## config.mk

```make
export PLATFORM = sky130hd
export DESIGN_NAME = sync_fifo_ext
export DESIGN_NICKNAME = d
export VERILOG_FILES = /design/src/rtl/fifo_pkg.sv /design/src/rtl/fifo_ram.sv /design/src/rtl/sync_fifo_ext.sv
export SDC_FILE = /design/constraint.sdc
export NUM_CORES = 1
export LEC_CHECK = 0
export ABC_AREA = 1
export ABC_CLOCK_PERIOD_IN_PS = 2400
export BUFFER_PORTS_ARGS = -buffer_cell sky130_fd_sc_hd__buf_2
export CELL_PAD_IN_SITES_DETAIL_PLACEMENT = 1
export CELL_PAD_IN_SITES_GLOBAL_PLACEMENT = 1
export CORE_MARGIN = 2
export CORE_UTILIZATION = 47
export CTS_CLUSTER_SIZE = 25
export DETAILED_ROUTE_END_ITERATION = 8
export GPL_TIMING_DRIVEN = 0
export PLACE_DENSITY = 0.86
export SLEW_MARGIN = 5
export SYNTH_ARGS = -nofsm -noshare
export SYNTH_HDL_FRONTEND = slang
export SYNTH_HIERARCHICAL = 1
export SYNTH_SLANG_ARGS = --single-unit
```

## constraint.sdc

```tcl
create_clock -name clk -period 2.4 [get_ports clk]
set_input_delay 0.12 -clock clk [delete_from_list [all_inputs] [get_ports clk]]
set_output_delay 0.12 -clock clk [all_outputs]
set_load 0.01 [all_outputs]
```

## src/rtl/fifo_pkg.sv

```systemverilog
// Shared helpers for the sync FIFO family: count-width sizing and read-mode encoding.
// No state, no latency; pure compile-time definitions.
package fifo_pkg;

  typedef enum logic {
    FIFO_STD  = 1'b0,
    FIFO_FWFT = 1'b1
  } fifo_mode_e;

  // Width needed to hold the values 0..depth inclusive.
  function automatic int calc_cw(input int depth);
    return $clog2(depth + 1);
  endfunction

endpackage

```

## src/rtl/fifo_ram.sv

```systemverilog
// DEPTH x WIDTH storage: one synchronous write port, one asynchronous read port.
// Write lands on the rising edge; read data follows raddr combinationally.
module fifo_ram
  import fifo_pkg::*;
#(
  parameter int WIDTH = 8,
  parameter int DEPTH = 16,
  parameter int AW    = 4
) (
  input  logic             clk,
  input  logic             we,
  input  logic [AW-1:0]    waddr,
  input  logic [WIDTH-1:0] wdata,
  input  logic [AW-1:0]    raddr,
  output logic [WIDTH-1:0] rdata
);

  logic [WIDTH-1:0] mem_q [DEPTH];

  always_ff @(posedge clk) begin
    if (we) begin
      mem_q[waddr] <= wdata;
    end
  end

  assign rdata = mem_q[raddr];

endmodule

```

## src/rtl/sync_fifo_ext.sv

```systemverilog
// Single-clock FIFO of any depth: std (dout one edge after pop) or FWFT read, thresholds, flush, sticky errors.
// A push is visible one edge after it is accepted; push at full is taken only when a pop is accepted alongside it.
module sync_fifo_ext
  import fifo_pkg::*;
#(
  parameter int   WIDTH    = 8,
  parameter int   DEPTH    = 16,
  parameter int   FWFT     = 0,
  parameter int   AF_LEVEL = DEPTH - 2,
  parameter int   AE_LEVEL = 2,
  localparam int  CW       = calc_cw(DEPTH)
) (
  input  logic             clk,
  input  logic             rst_n,
  input  logic             flush,
  input  logic             push,
  input  logic [WIDTH-1:0] din,
  input  logic             pop,
  output logic [WIDTH-1:0] dout,
  output logic             dout_valid,
  output logic             full,
  output logic             empty,
  output logic             almost_full,
  output logic             almost_empty,
  output logic [CW-1:0]    count,
  output logic             overflow,
  output logic             underflow,
  input  logic             clear_err
);

  localparam int AW      = $clog2(DEPTH);
  localparam bit IS_FWFT = (FWFT == int'(FIFO_FWFT));

  logic [AW-1:0]    wr_ptr_q, wr_ptr_d;
  logic [AW-1:0]    rd_ptr_q, rd_ptr_d;
  logic [CW-1:0]    count_q, count_d;
  logic [WIDTH-1:0] dout_q, dout_d;
  logic             dout_valid_q, dout_valid_d;
  logic             overflow_q, overflow_d;
  logic             underflow_q, underflow_d;
  logic [WIDTH-1:0] rd_data;
  logic             rd_ok, wr_ok;

  // Explicit wrap so non-power-of-two depths never index past the last entry.
  function automatic logic [AW-1:0] ptr_inc(input logic [AW-1:0] p);
    return (p == AW'(DEPTH - 1)) ? '0 : p + AW'(1);
  endfunction

  assign full         = (count_q == CW'(DEPTH));
  assign empty        = (count_q == '0);
  assign almost_full  = (int'(count_q) >= AF_LEVEL);
  assign almost_empty = (int'(count_q) <= AE_LEVEL);
  assign count        = count_q;
  assign overflow     = overflow_q;
  assign underflow    = underflow_q;

  assign rd_ok = pop && !empty;
  assign wr_ok = push && (!full || rd_ok);

  fifo_ram #(
    .WIDTH (WIDTH),
    .DEPTH (DEPTH),
    .AW    (AW)
  ) u_ram (
    .clk   (clk),
    .we    (wr_ok && !flush),
    .waddr (wr_ptr_q),
    .wdata (din),
    .raddr (rd_ptr_q),
    .rdata (rd_data)
  );

  always_comb begin
    wr_ptr_d     = wr_ptr_q;
    rd_ptr_d     = rd_ptr_q;
    count_d      = count_q;
    dout_d       = dout_q;
    dout_valid_d = 1'b0;
    overflow_d   = overflow_q;
    underflow_d  = underflow_q;

    if (clear_err) begin
      overflow_d  = 1'b0;
      underflow_d = 1'b0;
    end

    if (flush) begin
      wr_ptr_d = '0;
      rd_ptr_d = '0;
      count_d  = '0;
      dout_d   = '0;
    end else begin
      if (wr_ok) begin
        wr_ptr_d = ptr_inc(wr_ptr_q);
      end
      if (rd_ok) begin
        rd_ptr_d     = ptr_inc(rd_ptr_q);
        dout_d       = rd_data;
        dout_valid_d = 1'b1;
      end
      if (wr_ok && !rd_ok) begin
        count_d = count_q + CW'(1);
      end else if (!wr_ok && rd_ok) begin
        count_d = count_q - CW'(1);
      end
      // A new error in the same cycle beats clear_err.
      if (push && !wr_ok) begin
        overflow_d = 1'b1;
      end
      if (pop && !rd_ok) begin
        underflow_d = 1'b1;
      end
    end
  end

  always_ff @(posedge clk) begin
    if (!rst_n) begin
      wr_ptr_q     <= '0;
      rd_ptr_q     <= '0;
      count_q      <= '0;
      dout_q       <= '0;
      dout_valid_q <= 1'b0;
      overflow_q   <= 1'b0;
      underflow_q  <= 1'b0;
    end else begin
      wr_ptr_q     <= wr_ptr_d;
      rd_ptr_q     <= rd_ptr_d;
      count_q      <= count_d;
      dout_q       <= dout_d;
      dout_valid_q <= dout_valid_d;
      overflow_q   <= overflow_d;
      underflow_q  <= underflow_d;
    end
  end

  assign dout       = IS_FWFT ? rd_data : dout_q;
  assign dout_valid = IS_FWFT ? !empty  : dout_valid_q;

endmodule

```

==> results_dict.tcl, run 1 <==
set metrics [dict create \
    ys_seq_area_share_pct 62.7 \
    grt_overflow 0 \
    cp.arrival_ns 2.63 \
    r2r_cells 13 \
    synth_top_area_share_pct 55.8 \
    reg2reg_slack_ns 0.14 \
    fillCellCount 1599 \
    avgSynthCellArea_um2 9.63 \
    drtAntennaViolNets 0 \
    slew-limit-headroom_pct 47.9 \
    final_cells 972 \
    yosysWarnings 6 \
    maxSlewViolCount 0 \
    num_antenna_cells 0 \
    p_leak_uw 0.00347 \
    status "finished clean" \
    peakVddDrop_mv 0.459 \
    die_width_um 125 \
    final_nets 796 \
    vias 5398 \
    crit_path_end_kind "flip-flop" \
    cts.sinks 152 \
    worst_pin_slew_ns 0.778 \
    start_kind "flip-flop" \
    path_max_fanout 10 \
    final_cell_mix "nand2_1 (203), edfxtp_1 (128), inv_1 (118)" \
    final_common_cell "nand2_1" \
    synth_cell_types 30 \
    gp_congestion 0.913 \
    routed_wl_um 20900 \
    ioPinCount 34 \
    area_growth_pct 16.2 \
    grt_pass1_vias 5731 \
    grt_start_max_net_pins 17 \
    drive_gt1_share_pct 16.9 \
    reg2reg_from "count[0]$_SDFFE_PP0P_" \
    synth_fp_nets 737 \
    clk_path_buf_depth 2 \
    start_util_pct 47.8 \
    fp-row-count 44 \
    post-route-period-util_pct 94.3 \
    core_area_um2 14400 \
    wire_per_inst_um 21.5 \
    period_minus_slack_ns 2.26 \
    numCtsBuffers 17 \
    r2r-end "count[4]$_SDFFE_PP0P_" \
    syn_inst 716 \
    die_area_um2 15600 \
    min_path_type "in2reg" \
    maxCapViolations 0 \
    antenna_found_initial 0 \
    setup_slack_ns 0.138 \
    path_clk_slew_ns 0.07 \
    synth-edff-count 128 \
    cts_max_level 4 \
    port_buffers 33 \
    drc_errors 0 \
    cts_root_buf "clkbuf_16" \
    viasPerCell 5.55 \
    finalSetupTns_ns 0 \
    insertion_delay_ns 0.43 \
    grt_util_all_layers_pct 27.2 \
    hold_violations 0 \
    synth_area_leaders "edfxtp_1 (56%), nand2_1 (11%), nand3_1 (7.9%), dfxtp_1 (7.0%), inv_1 (6.5%)" \
    die_h_um 125 \
    placed_cells 933 \
    async_flop_share_pct 0 \
    grt_pass1_wl_um 32000 \
    synth_area_um2 6890 \
    dp_slack_ns -0.0583 \
    fmax_mhz 442 \
    fin_worst_skew_ns 0.00661 \
    synth_ff_type "edfxtp_1" \
    cellPowerDensity_nw_per_um2 814 \
    p_total_uw 6520 \
    crit_required_ns 2.76 \
    setup.worst_path.class "reg2reg" \
    initialDrtViolationCount 443 \
    ys_seq_elements 152 \
    cts_tree "yes" \
    crit_path_start "count[0]$_SDFFE_PP0P_" \
    hold_ws_ns 0.0388 \
    yosysTopAreaCell "edfxtp_1" \
    rsz0062_at_grt "no" \
    setup.worst_path.end "count[4]$_SDFFE_PP0P_" \
    report.final.setup_viol 0 \
    dp_hpwl_um 13500 \
    dr.pass1.iters 5 \
]
-- area by class of cell --
| class | instances | area, µm² | area share, % |
|---|---|---|---|
| Buffer | 28 | 219 | 2.73 |
| Clock buffer | 17 | 425 | 5.31 |
| Clock inverter | 15 | 166 | 2.08 |
| Inverter | 124 | 470 | 5.87 |
| Multi-Input combinational cell | 412 | 1940 | 24.2 |
| Sequential cell | 152 | 4330 | 54.1 |
| Tap cell | 184 | 230 | 2.88 |
| Timing Repair Buffer | 40 | 223 | 2.78 |
-- worst min path at each step --
stage | startpoint | end | depth (start not counted)
3_3_place_gp | rst_n | underflow$_SDFF_PN0_ | 3
2_1_floorplan | din[0] | u_ram/mem_q[0][0]$_DFFE_PP_ | 0
6_report | clear_err | overflow$_SDFF_PN0_ | 4
5_1_grt | clear_err | overflow$_SDFF_PN0_ | 4
3_5_place_dp | rst_n | overflow$_SDFF_PN0_ | 3
4_1_cts | clear_err | overflow$_SDFF_PN0_ | 4
-- layer usage --
layer	global-route usage [%]	up-vias	share of wire, %
met2	47.8	233	51
met1	34.0	2706	41
li1	-	2426	-
met4	10.4	0	2.1
met5	0	-	0
met3	4.36	33	6.0
-- where the power goes --
part           switching, µW  internal, µW  total (µW)
logic                    580           290         871
clock network           1150          1550        2700
registers               43.8          2900        2950
total                   1770          4750        6520
-- cells by family after synthesis --
logic type	synth area share, %
adders and majority gates	1.38
xor gates and xnor gates	0.381
DFF	62.7
AOI/OAI and AO/OA	1.91
buffers and inverters	10.0
and+or+nand+nor	23.6
-- through the flow --
step | util [%] | area, µm²
2_1_floorplan | - | 6890
3_3_place_gp | 50.5 | 7290
3_5_place_dp | 50.5 | 7290
4_1_cts | 54.9 | 7930
5_1_grt | 55.5 | 8010
6_report | 55.5 | 8010
-- flip-flops by register name, summed over array words and instances, names as in the netlist --
signal / flops
count: 5
overflow: 1
dout: 8
underflow: 1
rd_ptr_q: 4
dout_valid: 1
u_ram/mem_q: 128
wr_ptr_q: 4
-- repair_timing --
item,in CTS,in global routing
setup buffers,1,4
gates resized for setup,6,19
hold endpoints to repair,2,0
setup endpoints to repair,34,107
hold buffers,2,0
pin swaps,2,4
-- cell usage after synthesis, types with 6 or more instances --
master	instances
a21oi_1	8
buf_2	13
buf_6	8
dfxtp_1	24
edfxtp_1	128
ha_1	6
inv_1	119
nand2_1	203
nand3_1	109
nor2_1	50
o21ai_0	7
o21ai_1	8
-- worst max-delay path: stages, from the launching register on --
cell and delay (ns):
dfxtp_4 0.38, nor2_4 0.19, nand3_4 0.14, nand2_4 0.14, buf_8 0.17, ha_4 0.16, inv_2 0.07, ha_1 0.29
or2_2 0.31, nand2_1 0.09, nand2_1 0.05, nand2_1 0.05, nand2_1 0.05, a21oi_1 0.11
No activity file was read; power rests on OpenSTA's default activity.
==> inputs of run 2 (changes only) <==
BUFFER_PORTS_ARGS = default   (was -buffer_cell sky130_fd_sc_hd__buf_2)
DONT_BUFFER_PORTS = 1   (was default)
PLACE_DENSITY = 0.83   (was 0.86)
==> results_dict.tcl, run 2 (synthesis gave the netlist of run 1 again) <==
set metrics [dict create \
    top_register "u_ram/mem_q" \
    min_path_type "in2reg" \
    setup.worst_path.class "reg2reg" \
    status "finished clean" \
    initialDrtViolationCount 623 \
    utilization_pct 55.8 \
    maxCapViolations 0 \
    final_common_cell "nand2_1" \
    insertion_delay_ns 0.43 \
    grt_pass1_wl_um 33100 \
    grt_start_max_net_pins 17 \
    vias 5539 \
    p_leak_uw 0.00339 \
    grt_pass1_vias 5752 \
    routed_wl_um 22500 \
    crit_required_ns 2.47 \
    hold_violations 0 \
    dr.pass1.iters 6 \
    maxSlewViolCount 0 \
    fin_worst_skew_ns 0.00775 \
    die_width_um 125 \
    gp_congestion 0.890 \
    cts.sinks 152 \
    wire_per_inst_um 23.5 \
    peakVddDrop_mv 0.617 \
    ioPinCount 34 \
    area_growth_pct 16.7 \
    cts_max_level 4 \
    numCtsBuffers 17 \
    antenna_found_initial 0 \
    period_minus_slack_ns 2.38 \
    grt_util_all_layers_pct 28.2 \
    report.final.setup_viol 0 \
    grt_overflow 0 \
    placed_cell_area_um2 7120 \
    port_buffers 0 \
    die_area_um2 15600 \
    start_util_pct 47.8 \
    core_area_um2 14400 \
    drc_errors 0 \
    final_cell_mix "nand2_1 (203), edfxtp_1 (128), inv_1 (118)" \
    start_kind "flip-flop" \
    dp_hpwl_um 13200 \
    rsz0062_at_grt "yes" \
    hold_path_depth 3 \
    cts_tree "yes" \
    final_nets 779 \
    path_max_fanout 8 \
    post-route-period-util_pct 99.0 \
    fp-row-count 44 \
    clk_path_buf_depth 2 \
    viasPerCell 5.80 \
    path_clk_slew_ns 0.06 \
    num_antenna_cells 0 \
    drtAntennaViolNets 0 \
    die_h_um 125 \
    largest_reg_flops 128 \
    drive_gt1_share_pct 13.5 \
    final_area_um2 8040 \
    crit_path_end_kind "flip-flop" \
    fmax_mhz 421 \
    r2r_cells 6 \
    cts_root_buf "clkbuf_16" \
    worst_pin_slew_ns 1.01 \
    cellPowerDensity_nw_per_um2 825 \
    cp.arrival_ns 2.44 \
    slew-limit-headroom_pct 32.6 \
    reg2reg_slack_ns 0.02 \
]
run 2: cell type report:
cell class | count | area (µm²)
plain buffers | 28 | 219
inverters | 124 | 470
repair buffers | 23 | 208
fillers | 1601 | 6380
clock inverters | 13 | 178
multi-input cells | 412 | 1970
clock buffers | 19 | 433
well taps | 184 | 230
flip-flops and latches | 152 | 4330
run 2: repair_timing:
item | CTS | global route
resized for setup | 9 | 23
setup endpoints to repair | 122 | 130
hold buffers | 14 | 0
gates cloned | 0 | 0
setup buffers | 0 | 9
pin swaps | 0 | 4
endpoints found under the hold margin | 139 | 0
run 2: path summary, 6_finish.rpt:
path                                            start                           end
worst max-delay path            count[0]$_SDFFE_PP0P_  u_ram/mem_q[13][4]$_DFFE_PP_
worst min-delay path                            flush      rd_ptr_q[2]$_SDFFE_PP0P_
worst min register to register   dout[4]$_SDFFE_PP0P_          dout[4]$_SDFFE_PP0P_
worst max register to register  count[0]$_SDFFE_PP0P_  u_ram/mem_q[13][4]$_DFFE_PP_
run 2: metal layers:
layer	vias to the layer above	global-route usage, %	share of wire [%]	wire [µm]
li1	2387	-	-	-
met1	2745	33.9	38	8490
met2	304	47.5	49	11000
met3	103	6.33	7.9	1770
met4	0	15.1	5.4	1220
met5	-	0	0	0
run 2: critical path, cell delays in order (launching register included):
cell and delay, ns:
dfxtp_2 0.48, nor2_4 0.09, nand4_4 0.09, nand2_2 0.09, nor2_1 0.32, nand3_1 0.37
nor2_2 0.56
run 2: stage by stage:
stage          instances  setup WS (ns)  total power [µW]  TNS [ns]  hold slack, ns
3_3_place_gp         900         -0.107              3640     -2.06           0.220
6_report             955         0.0243              6640         0          0.0427
3_5_place_dp         900         -0.194              3670     -6.46           0.220
5_1_grt              955        -0.0424              6830    -0.594          0.0546
4_1_cts              946         0.0221              6530         0          0.0113
2_1_floorplan        716          0.284              3480         0           0.219
run 2: report_power, final:
group	internal, µW	total [µW]	switching (µW)
Clock	1730	2820	1090
Combinational	285	849	564
Sequential	2900	2970	64.9
==> inputs of run 3 (changes only) <==
CORE_UTILIZATION = 45   (was 47)
PLACE_DENSITY = 0.81   (was 0.83)
==> results_dict.tcl, run 3 (synthesis gave the netlist of run 1 again) <==
set metrics [dict create \
    grt_use_met1_pct 32.2 \
    wire_per_inst_um 21.0 \
    start_util_pct 45.7 \
    worst_pin_slew_ns 0.867 \
    final_cells 955 \
    drtAntennaViolNets 0 \
    dp_hpwl_um 13200 \
    grt_pass1_wl_um 30500 \
    p_leak_uw 0.00340 \
    placed_cells 904 \
    insertion_delay_ns 0.43 \
    final_common_cell "nand2_1" \
    start_kind "flip-flop" \
    multi_input_area_um2 1930 \
    drive_gt1_share_pct 12.0 \
    peakVddDrop_mv 0.537 \
    p_total_uw 6650 \
    path_max_fanout 8 \
    busiest_layer "met2" \
    grt_util_all_layers_pct 25.7 \
    post-route-period-util_pct 97.5 \
    fmax_mhz 427 \
    vias 5155 \
    final_cell_mix "nand2_1 (203), edfxtp_1 (128), inv_1 (118)" \
    numCtsBuffers 17 \
    cts_tree "yes" \
    path_clk_slew_ns 0.06 \
    viasPerCell 5.40 \
    die_area_um2 16300 \
    initialDrtViolationCount 478 \
    final_nets 775 \
    hold_ws_ns 0.0337 \
    maxSlewViolCount 0 \
    gp_congestion 0.951 \
    ioPinCount 34 \
    setup.worst_path.class "reg2reg" \
    largest_reg_flops 128 \
    cp.arrival_ns 2.40 \
    core_area_um2 15100 \
    slew-limit-headroom_pct 42.0 \
    fin_worst_skew_ns 0.00802 \
    antenna_found_initial 0 \
    cts.sinks 152 \
    num_antenna_cells 0 \
    report.final.setup_viol 0 \
    maxCapViolations 0 \
    dp_slack_ns -0.259 \
    setup_slack_ns 0.0604 \
    period_minus_slack_ns 2.34 \
    crit_path_end_kind "flip-flop" \
    die_width_um 128 \
    cellPowerDensity_nw_per_um2 832 \
    top_register "u_ram/mem_q" \
    grt_start_max_net_pins 17 \
    hold_violations 0 \
    grt_use_met2_pct 44.9 \
    port_buffers 0 \
    grt_pass1_vias 5346 \
    cts_root_buf "clkbuf_16" \
    reg2reg_slack_ns 0.06 \
    cts_max_level 4 \
    fillCellCount 1695 \
    rsz0062_at_grt "yes" \
    min_path_type "in2reg" \
    use_met3_pct 4.92 \
    routed_wl_um 20000 \
    clk_path_buf_depth 2 \
    seq_area_um2 4340 \
    drc_errors 0 \
    crit_required_ns 2.46 \
    fp-row-count 45 \
    dr.pass1.iters 5 \
    status "finished clean" \
    area_growth_pct 16.1 \
    die_h_um 128 \
    grt_overflow 0 \
]
[run 3: cell count changes in the layout (fill, tap and decap cells not counted), sizes merged]
cell / before / now
buf: 37 / 33
bufinv: 4 / 5
clkbuf: 19 / 20
clkinvlp: 3 / 1
[run 3: what timing repair did]
action | CTS | global route
hold buffers | 14 | 0
endpoints found under the hold margin | 139 | 0
setup endpoints to repair | 98 | 83
setup buffers | 0 | 5
pin swaps | 1 | 4
resized for setup | 8 | 13
[run 3: per-layer routing]
layer,vias up,part of all wire (%)
met2,204,51
met3,28,6.4
met1,2545,41
met5,-,0
met4,0,1.8
li1,2378,-
[run 3: final timing paths]
path | startpoint | to | cells past startpoint
worst max register to register | count[3]$_SDFFE_PP0P_ | u_ram/mem_q[11][7]$_DFFE_PP_ | 6
worst min-delay path | flush | count[4]$_SDFFE_PP0P_ | 3
worst max-delay path | count[3]$_SDFFE_PP0P_ | u_ram/mem_q[11][7]$_DFFE_PP_ | 6
worst min register to register | rd_ptr_q[1]$_SDFFE_PP0P_ | rd_ptr_q[1]$_SDFFE_PP0P_ | 2
[run 3: area by class of cell]
type | instances | area share [%]
sequential | 152 | 54.2
multi-input combinational | 412 | 24.1
inverter | 124 | 5.88
clock buffer | 20 | 5.46
tap | 188 | 2.94
buffer | 28 | 2.74
clock inverter | 12 | 2.47
timing repair buffer | 19 | 2.22
[run 3: critical path, cell delays in order, from the launching register on]
cell      delay (ns)
dfxtp_2         0.43
nor2_4          0.08
nand4_4         0.15
nand2_4         0.08
nor2_1          0.24
nand3b_1        0.29
nor2_1          0.68
[run 3: where the power goes]
part | internal (µW) | leakage [µW] | switching (µW)
combinational | 270 | 0.00174 | 523
clock | 1840 | 0.000306 | 1050
sequential | 2900 | 0.00135 | 60.5
total | 5020 | 0.00340 | 1640
[run 3: metrics by stage]
| stage | TNS (ns) | util (%) | cell area, µm² |
|---|---|---|---|
| finish | 0 | 53.0 | 8000 |
| floorplan | 0 | - | 6890 |
| detailed placement | -7.79 | 47.2 | 7130 |
| CTS | 0 | 52.5 | 7920 |
| global placement | -1.93 | 47.2 | 7130 |
| global route | -1.31 | 53.0 | 8000 |
